## src/rtl/alu_arbiter.sv

```systemverilog
// Round-robin arbiter sharing one external combinational ALU between two requesters.
// Operands are registered toward the ALU and the result is returned over valid/ready.
module alu_arbiter #(
   parameter int unsigned DATA_WIDTH    = 32,
   parameter int unsigned OPCODE_LENGTH = 4
) (
   input  logic                     clk,
   input  logic                     reset,

   input  logic                     req0_valid,
   output logic                     req0_ready,
   input  logic [DATA_WIDTH-1:0]    req0_srca,
   input  logic [DATA_WIDTH-1:0]    req0_srcb,
   input  logic [OPCODE_LENGTH-1:0] req0_op,

   input  logic                     req1_valid,
   output logic                     req1_ready,
   input  logic [DATA_WIDTH-1:0]    req1_srca,
   input  logic [DATA_WIDTH-1:0]    req1_srcb,
   input  logic [OPCODE_LENGTH-1:0] req1_op,

   output logic                     rsp0_valid,
   input  logic                     rsp0_ready,
   output logic                     rsp1_valid,
   input  logic                     rsp1_ready,
   output logic [DATA_WIDTH-1:0]    rsp_result,

   output logic [DATA_WIDTH-1:0]    alu_srca,
   output logic [DATA_WIDTH-1:0]    alu_srcb,
   output logic [OPCODE_LENGTH-1:0] alu_op,
   input  logic [DATA_WIDTH-1:0]    alu_result,

   output logic                     busy
);

   typedef enum logic [1:0] {
      IDLE = 2'd0,
      EXEC = 2'd1,
      RESP = 2'd2
   } state_e;

   state_e                   state_q, state_d;
   logic                     rr_last_q, rr_last_d;
   logic                     owner_q, owner_d;
   logic [DATA_WIDTH-1:0]    srca_q, srca_d;
   logic [DATA_WIDTH-1:0]    srcb_q, srcb_d;
   logic [OPCODE_LENGTH-1:0] op_q, op_d;
   logic [DATA_WIDTH-1:0]    result_q, result_d;

   logic grant_c;
   logic accept_c;
   logic rsp_hs_c;

   // Grant: lone requester wins; on contention the one not served last wins.
   always_comb begin
      grant_c = 1'b0;
      if (req0_valid && req1_valid) begin
         grant_c = ~rr_last_q;
      end else if (req1_valid) begin
         grant_c = 1'b1;
      end
   end

   assign accept_c = (state_q == IDLE) && !reset && (req0_valid || req1_valid);
   assign rsp_hs_c = (state_q == RESP) && (owner_q ? rsp1_ready : rsp0_ready);

   // State register
   always_ff @(posedge clk) begin
      if (reset) begin
         state_q <= IDLE;
      end else begin
         state_q <= state_d;
      end
   end

   // Next-state logic
   always_comb begin
      state_d = state_q;
      case (state_q)
         IDLE:    if (accept_c) state_d = EXEC;
         EXEC:    state_d = RESP;
         RESP:    if (rsp_hs_c) state_d = IDLE;
         default: state_d = IDLE;
      endcase
   end

   // Datapath next values: operand latch on accept, result capture in EXEC.
   always_comb begin
      rr_last_d = rr_last_q;
      owner_d   = owner_q;
      srca_d    = srca_q;
      srcb_d    = srcb_q;
      op_d      = op_q;
      result_d  = result_q;
      if (accept_c) begin
         owner_d = grant_c;
         srca_d  = grant_c ? req1_srca : req0_srca;
         srcb_d  = grant_c ? req1_srcb : req0_srcb;
         op_d    = grant_c ? req1_op   : req0_op;
      end
      if (state_q == EXEC) begin
         result_d = alu_result;
      end
      if (rsp_hs_c) begin
         rr_last_d = owner_q;
      end
   end

   always_ff @(posedge clk) begin
      if (reset) begin
         rr_last_q <= 1'b1;
         owner_q   <= 1'b0;
         srca_q    <= '0;
         srcb_q    <= '0;
         op_q      <= '0;
         result_q  <= '0;
      end else begin
         rr_last_q <= rr_last_d;
         owner_q   <= owner_d;
         srca_q    <= srca_d;
         srcb_q    <= srcb_d;
         op_q      <= op_d;
         result_q  <= result_d;
      end
   end

   // Output logic
   always_comb begin
      req0_ready = accept_c && !grant_c;
      req1_ready = accept_c && grant_c;
      rsp0_valid = (state_q == RESP) && !owner_q;
      rsp1_valid = (state_q == RESP) && owner_q;
      busy       = (state_q != IDLE);
   end

   assign rsp_result = result_q;
   assign alu_srca   = srca_q;
   assign alu_srcb   = srcb_q;
   assign alu_op     = op_q;

endmodule

```

## config.mk

```make
export PLATFORM = sky130hd
export DESIGN_NAME = alu_arbiter
export DESIGN_NICKNAME = d
export VERILOG_FILES = /design/src/rtl/alu_arbiter.sv
export SDC_FILE = /design/constraint.sdc
export NUM_CORES = 1
export LEC_CHECK = 0
export CAP_MARGIN = 20
export CORE_ASPECT_RATIO = 0.8
export CORE_MARGIN = 5
export CORE_UTILIZATION = 23
export CTS_CLUSTER_DIAMETER = 60
export DETAILED_ROUTE_END_ITERATION = 8
export PLACE_DENSITY = 0.63
export SYNTH_ARGS = -nofsm -noshare
export SYNTH_HDL_FRONTEND = slang
export SYNTH_SLANG_ARGS = --single-unit
```

## constraint.sdc

```tcl
create_clock -name clk -period 1.75 [get_ports clk]
set_input_delay 0.35 -clock clk [delete_from_list [all_inputs] [get_ports clk]]
set_output_delay 0.35 -clock clk [all_outputs]
set_load 0.05 [all_outputs]
```

After elaboration in Yosys (flattened, before gate mapping)
Cells that the tools add are included.
{ "word_totals": {"in_bits": 174, "wordCells": 36, "regBits": 104, "output_inout_bits": 105} }
{ "classes": {"n_bitwise": 1, "n_eq_ne": 4, "muxes": 9, "n_reduce_logical": 15} }
{ "ops": {"columns": ["operator", "n"], "rows": [
  ["two-way mux 32 bit", 2],
  ["logical AND 1 bit", 8],
  ["one-hot mux 2 bit (3 select lines)", 1],
  ["two-way mux 2 bit", 2],
  ["two-way mux 4 bit", 1],
  ["inequality test 2 bit (second input constant)", 2],
  ["zero test 1 bit", 3],
  ["two-way mux 1 bit", 3],
  ["equality test 2 x 1 -> 1 bit (second input constant)", 1],
  ["equality test 2 bit (second input constant)", 1],
  ["zero test 2 bit", 1],
  ["AND reduction 2 bit", 1],
  ["nonzero test 2 bit", 1],
  ["logical OR 1 bit", 1],
  ["inverter 1 bit", 1]
]} }

Depth between registers and ports, before layout
{ "depth": {"depth_word": 5, "depth_mapped": 7, "depth_no_buf": 4} }

Worst setup path after synthesis
No wires, ideal clock.
{ "synth_timing": {"path_kind": "input to output", "start": "in req0_valid", "end": "out req1_ready", "path_buffers": 3, "path_slack_ps": -121, "stages": 5, "arrival_ps": 1521, "t_required_ps": 1400, "cell_sequence": "buf_2 > a21boi_2 > buf_2 > buf_2 > and2_1"} }
{ "synth_via": {"elab_chain_cells": 3, "elab_cells_between_ends": 5, "cone_classes": "mux: 1; reduce/logical: 4"} }
{ "synth_rtl": {"columns": ["element", "line_no", "source"], "rows": [
  ["from (decl)", "10", "input logic req0_valid,"],
  ["logical AND 1 bit / logical OR 1 bit (equally long branches)", "57, 64", null],
  ["two-way mux 1 bit / logical AND 1 bit (equally long branches)", "57, 64", null],
  ["logical AND 1 bit (*)", "130", "req1_ready = accept_c && grant_c;"],
  ["to (decl)", "17", "output logic req1_ready,"]
]} }
Every way passes the cells marked *; elsewhere a longest branch is shown, timed or not.

Worst setup path in the final report
{ "layout_timing": {"start": "reg state_q[0]", "end": "out req0_ready"} }
{ "layout_via": {"elab_chain_cells": 4} }
{ "layout_rtl": {"columns": ["element", "line_no", "source"], "rows": [
  ["from (decl)", "42", "state_e state_q, state_d;"],
  ["from (signal assigned)", "72", "state_q <= state_d;"],
  ["zero test 2 bit", "64", "assign accept_c = (state_q == IDLE) && !reset && (req0_valid || req1_valid);"],
  ["logical AND 1 bit (2 in series)", "64", null],
  ["logical AND 1 bit", "129", "req0_ready = accept_c && !grant_c;"],
  ["to (decl)", "11", "output logic req0_ready,"]
]} }
Every way passes these cells.

==> results.yml <==
run_status:
  status: "finished clean"
sta:
  hold_violations: 0
  period_needed_ns: 1.715
  rsz0062_at_grt: "true"
  fin_setup_tns_ns: 0
  worst_pin_slew_ns: 0.4580
  finalWorstSetupSlack_ns: 0.03517
  slew_headroom_pct: 69.46
  fmaxAchievable_mhz: 583.1
  finalCritPeriodShare_pct: 97.99
  hold_slack_ns: 0.4555
  maxSlewViolCount: 0
  final-setup-viol-count: 0
  finClkSkew_ns: 0.005058
logic_synthesis:
  synthAdderAreaFrac_pct: 0
  synthesis.nets: 630
  syn_avg_cell_area_um2: 9.134
  synth-simple-area-share_pct: 21.15
  synth-xor-area-share_pct: 0
  ys.warnings.count: 0
  synthDistinctLibCells: 29
  synth_top_family_by_area: "compound AO/OA/AOI/OAI gates"
  synth_compound_area_share_pct: 22.20
  synth_area_um2: 4165
  ys_seq_area_share_pct: 49.98
  syn_inst: 456
  ys_ff_latch: 104
  synthMuxAreaShare_pct: 0.2403
die:
  core_region_area_um2: 17950
  die-area_um2: 20920
  start_util_pct: 23.21
  rows: 44
  die_y_um: 130.4
  pin_count: 279
  fp.dieW_um: 160.5
global_route:
  grt-ovfl-total: 0
  grt_pass1_wl_mm: 24.90
  grt_pass1_vias: 4416
  track_usage_pct: 14.79
  antenna_found_initial: 0
  grt_max_degree: 46
detailed_routing:
  ant_nets: 0
  wire_per_inst_um: 16.99
  routed-via-count: 4489
  dr.pass1.iters: 4
  drt_iter0_markers: 327
  wl_mm: 16.23
  vias_per_cell: 4.701
  drc_errors: 0
finish:
  stdcell_area_um2: 7347
  syn_to_final_growth_pct: 76.39
  seqCellArea_um2: 2087
  final_cell_mix: "170 x clkdlybuf4s50_1, 116 x buf_4, 102 x dfxtp_1, 64 x nand2_1"
  antenna_cells: 0
  multi_input_area_um2: 1838
  layout_commonest_cell: "clkdlybuf4s50_1"
  post-route-util_pct: 40.94
  nets: 894
  final-instance-count-excl-fill: 955
  fillers: 1817
  drive_above_1_share_pct: 21.52
clock_tree:
  root_buffer: "clkbuf_16"
  path_clk_slew_ns: 0.07
  cts_sinks: 104
  hold_buffers: 0
  cts_tree: "yes"
  cts_max_level: 3
  clockBufferDepth: 2
  numCtsBuffers: 9
  clk_latency_ns: 0.34
place:
  finalWeightedCongestion: 0.8030
  dp.cells: 936
  placed_area_um2: 7029
  dp_slack_ns: -0.2308
  port-buffer-count: 278
  dpl.hpwl_mm: 11.65
power:
  vdd_drop_max_v: 0.0004539
  leakagePower_nw: 3.058
  p_per_area_nw_per_um2: 926.0
  total_power_mw: 6.803
critical_path:
  max_stage_delay_ns: 0.37
  cp.arrival_ns: 1.36
  crit_required_ns: 1.40
  crit_fanout: 6
  crit_path_end_kind: "output port"
  cp_top_family: "simple AND/OR/NAND/NOR gates"
  critPathKind: "register to output port"
  critical_path_buf_inv_count: 1
  slowest_stage: "dfxtp_4"
  cp-start-kind: "register"
  path_cells: "nor3_4 -> and3_4 -> buf_12"
run:
  max-cap-violations: 0
hold_path:
  hp-class: "register to register"
-- cells in the mapped netlist (all sizes together) --
| cell | count | share of area, % |
|---|---|---|
| dfxtp | 104 | 50 |
| nand2 | 64 | 5.8 |
| and3 | 46 | 7.0 |
| a221o | 45 | 11 |
| a21oi | 37 | 4.7 |
| buf | 25 | 4.2 |
| clkbuf | 24 | 2.2 |
| a31oi | 23 | 3.5 |
| nand3 | 23 | 2.8 |
| nand4 | 23 | 3.5 |
| o21ai | 23 | 2.8 |
| nor2 | 3 | 0.27 |
| nor2b | 3 | 0.45 |
| nor3 | 3 | 0.48 |
| and2 | 2 | 0.30 |
| nand2b | 2 | 0.30 |
| a21boi | 1 | 0.27 |
| inv | 1 | 0.090 |
| mux2i | 1 | 0.24 |
| nand3b | 1 | 0.18 |
| o21bai | 1 | 0.18 |
| or2 | 1 | 0.15 |
-- report_power, final --
group | internal (mW) | leakage, nW | switching (mW)
logic | 0.898 | 2.07 | 1.27
registers | 2.58 | 0.854 | 0.131
clock network | 0.985 | 0.134 | 0.941
total | 4.46 | 3.06 | 2.35
-- sequential cells by signal, summed over array words and instances, names as in the netlist --
signal and flops:
alu_op 4, state_q 2, alu_srcb 32, alu_srca 32, owner_q 1, rr_last_q 1, rsp_result 32
-- cell type report --
class	count	share of cell area, %
multi-input combinational	302	25.02
clock inverter	6	0.6982
tap	230	3.917
sequential	104	28.41
clock buffer	10	3.116
timing repair buffer	302	38.79
inverter	1	0.05109
-- metal layers --
metal | track usage (%) | routed length [um] | vias to the layer above
met1 | 18.66 | 7067 | 2069
met4 | 3.945 | 213 | 0
met2 | 23.61 | 7421 | 184
li1 | - | - | 2221
met3 | 6.063 | 1523 | 15
met5 | 0 | 0 | -
-- cells by family (layout without fill, tap and decap cells) --
logic type      count (synthesis)  in the layout
mux                             1              1
compound gates                130            130
simple gates                  171            171
buf+inv                        50            319
flops                         104            104
-- worst reg2reg max path, stage by stage, from the launching register on --
cell and delay, ns:
dfxtp_1 0.38, nand2b_1 0.19, and3_4 0.20, buf_4 0.15, buf_12 0.17, a221o_1 0.39
-- final timing paths --
path / startpoint / to / slack (ns) / cells after the start
hold / removal: rsp_result[0] / rsp_result[0] / 0.46 / 2
setup / recovery: state_q[0] / req0_ready / 0.04 / 3
setup reg to reg: rr_last_q / alu_op[3] / 0.17 / 5
hold reg to reg: rsp_result[0] / rsp_result[0] / 0.46 / 2
-- repair_timing --
| action | 4_1_cts | 5_1_grt |
|---|---|---|
| buffers inserted | 3 | 0 |
| gates resized for setup | 5 | 3 |
| pin swaps | 2 | 0 |
| endpoints found under the setup margin | 5 | 5 |
(Power assumes the default switching activity.)
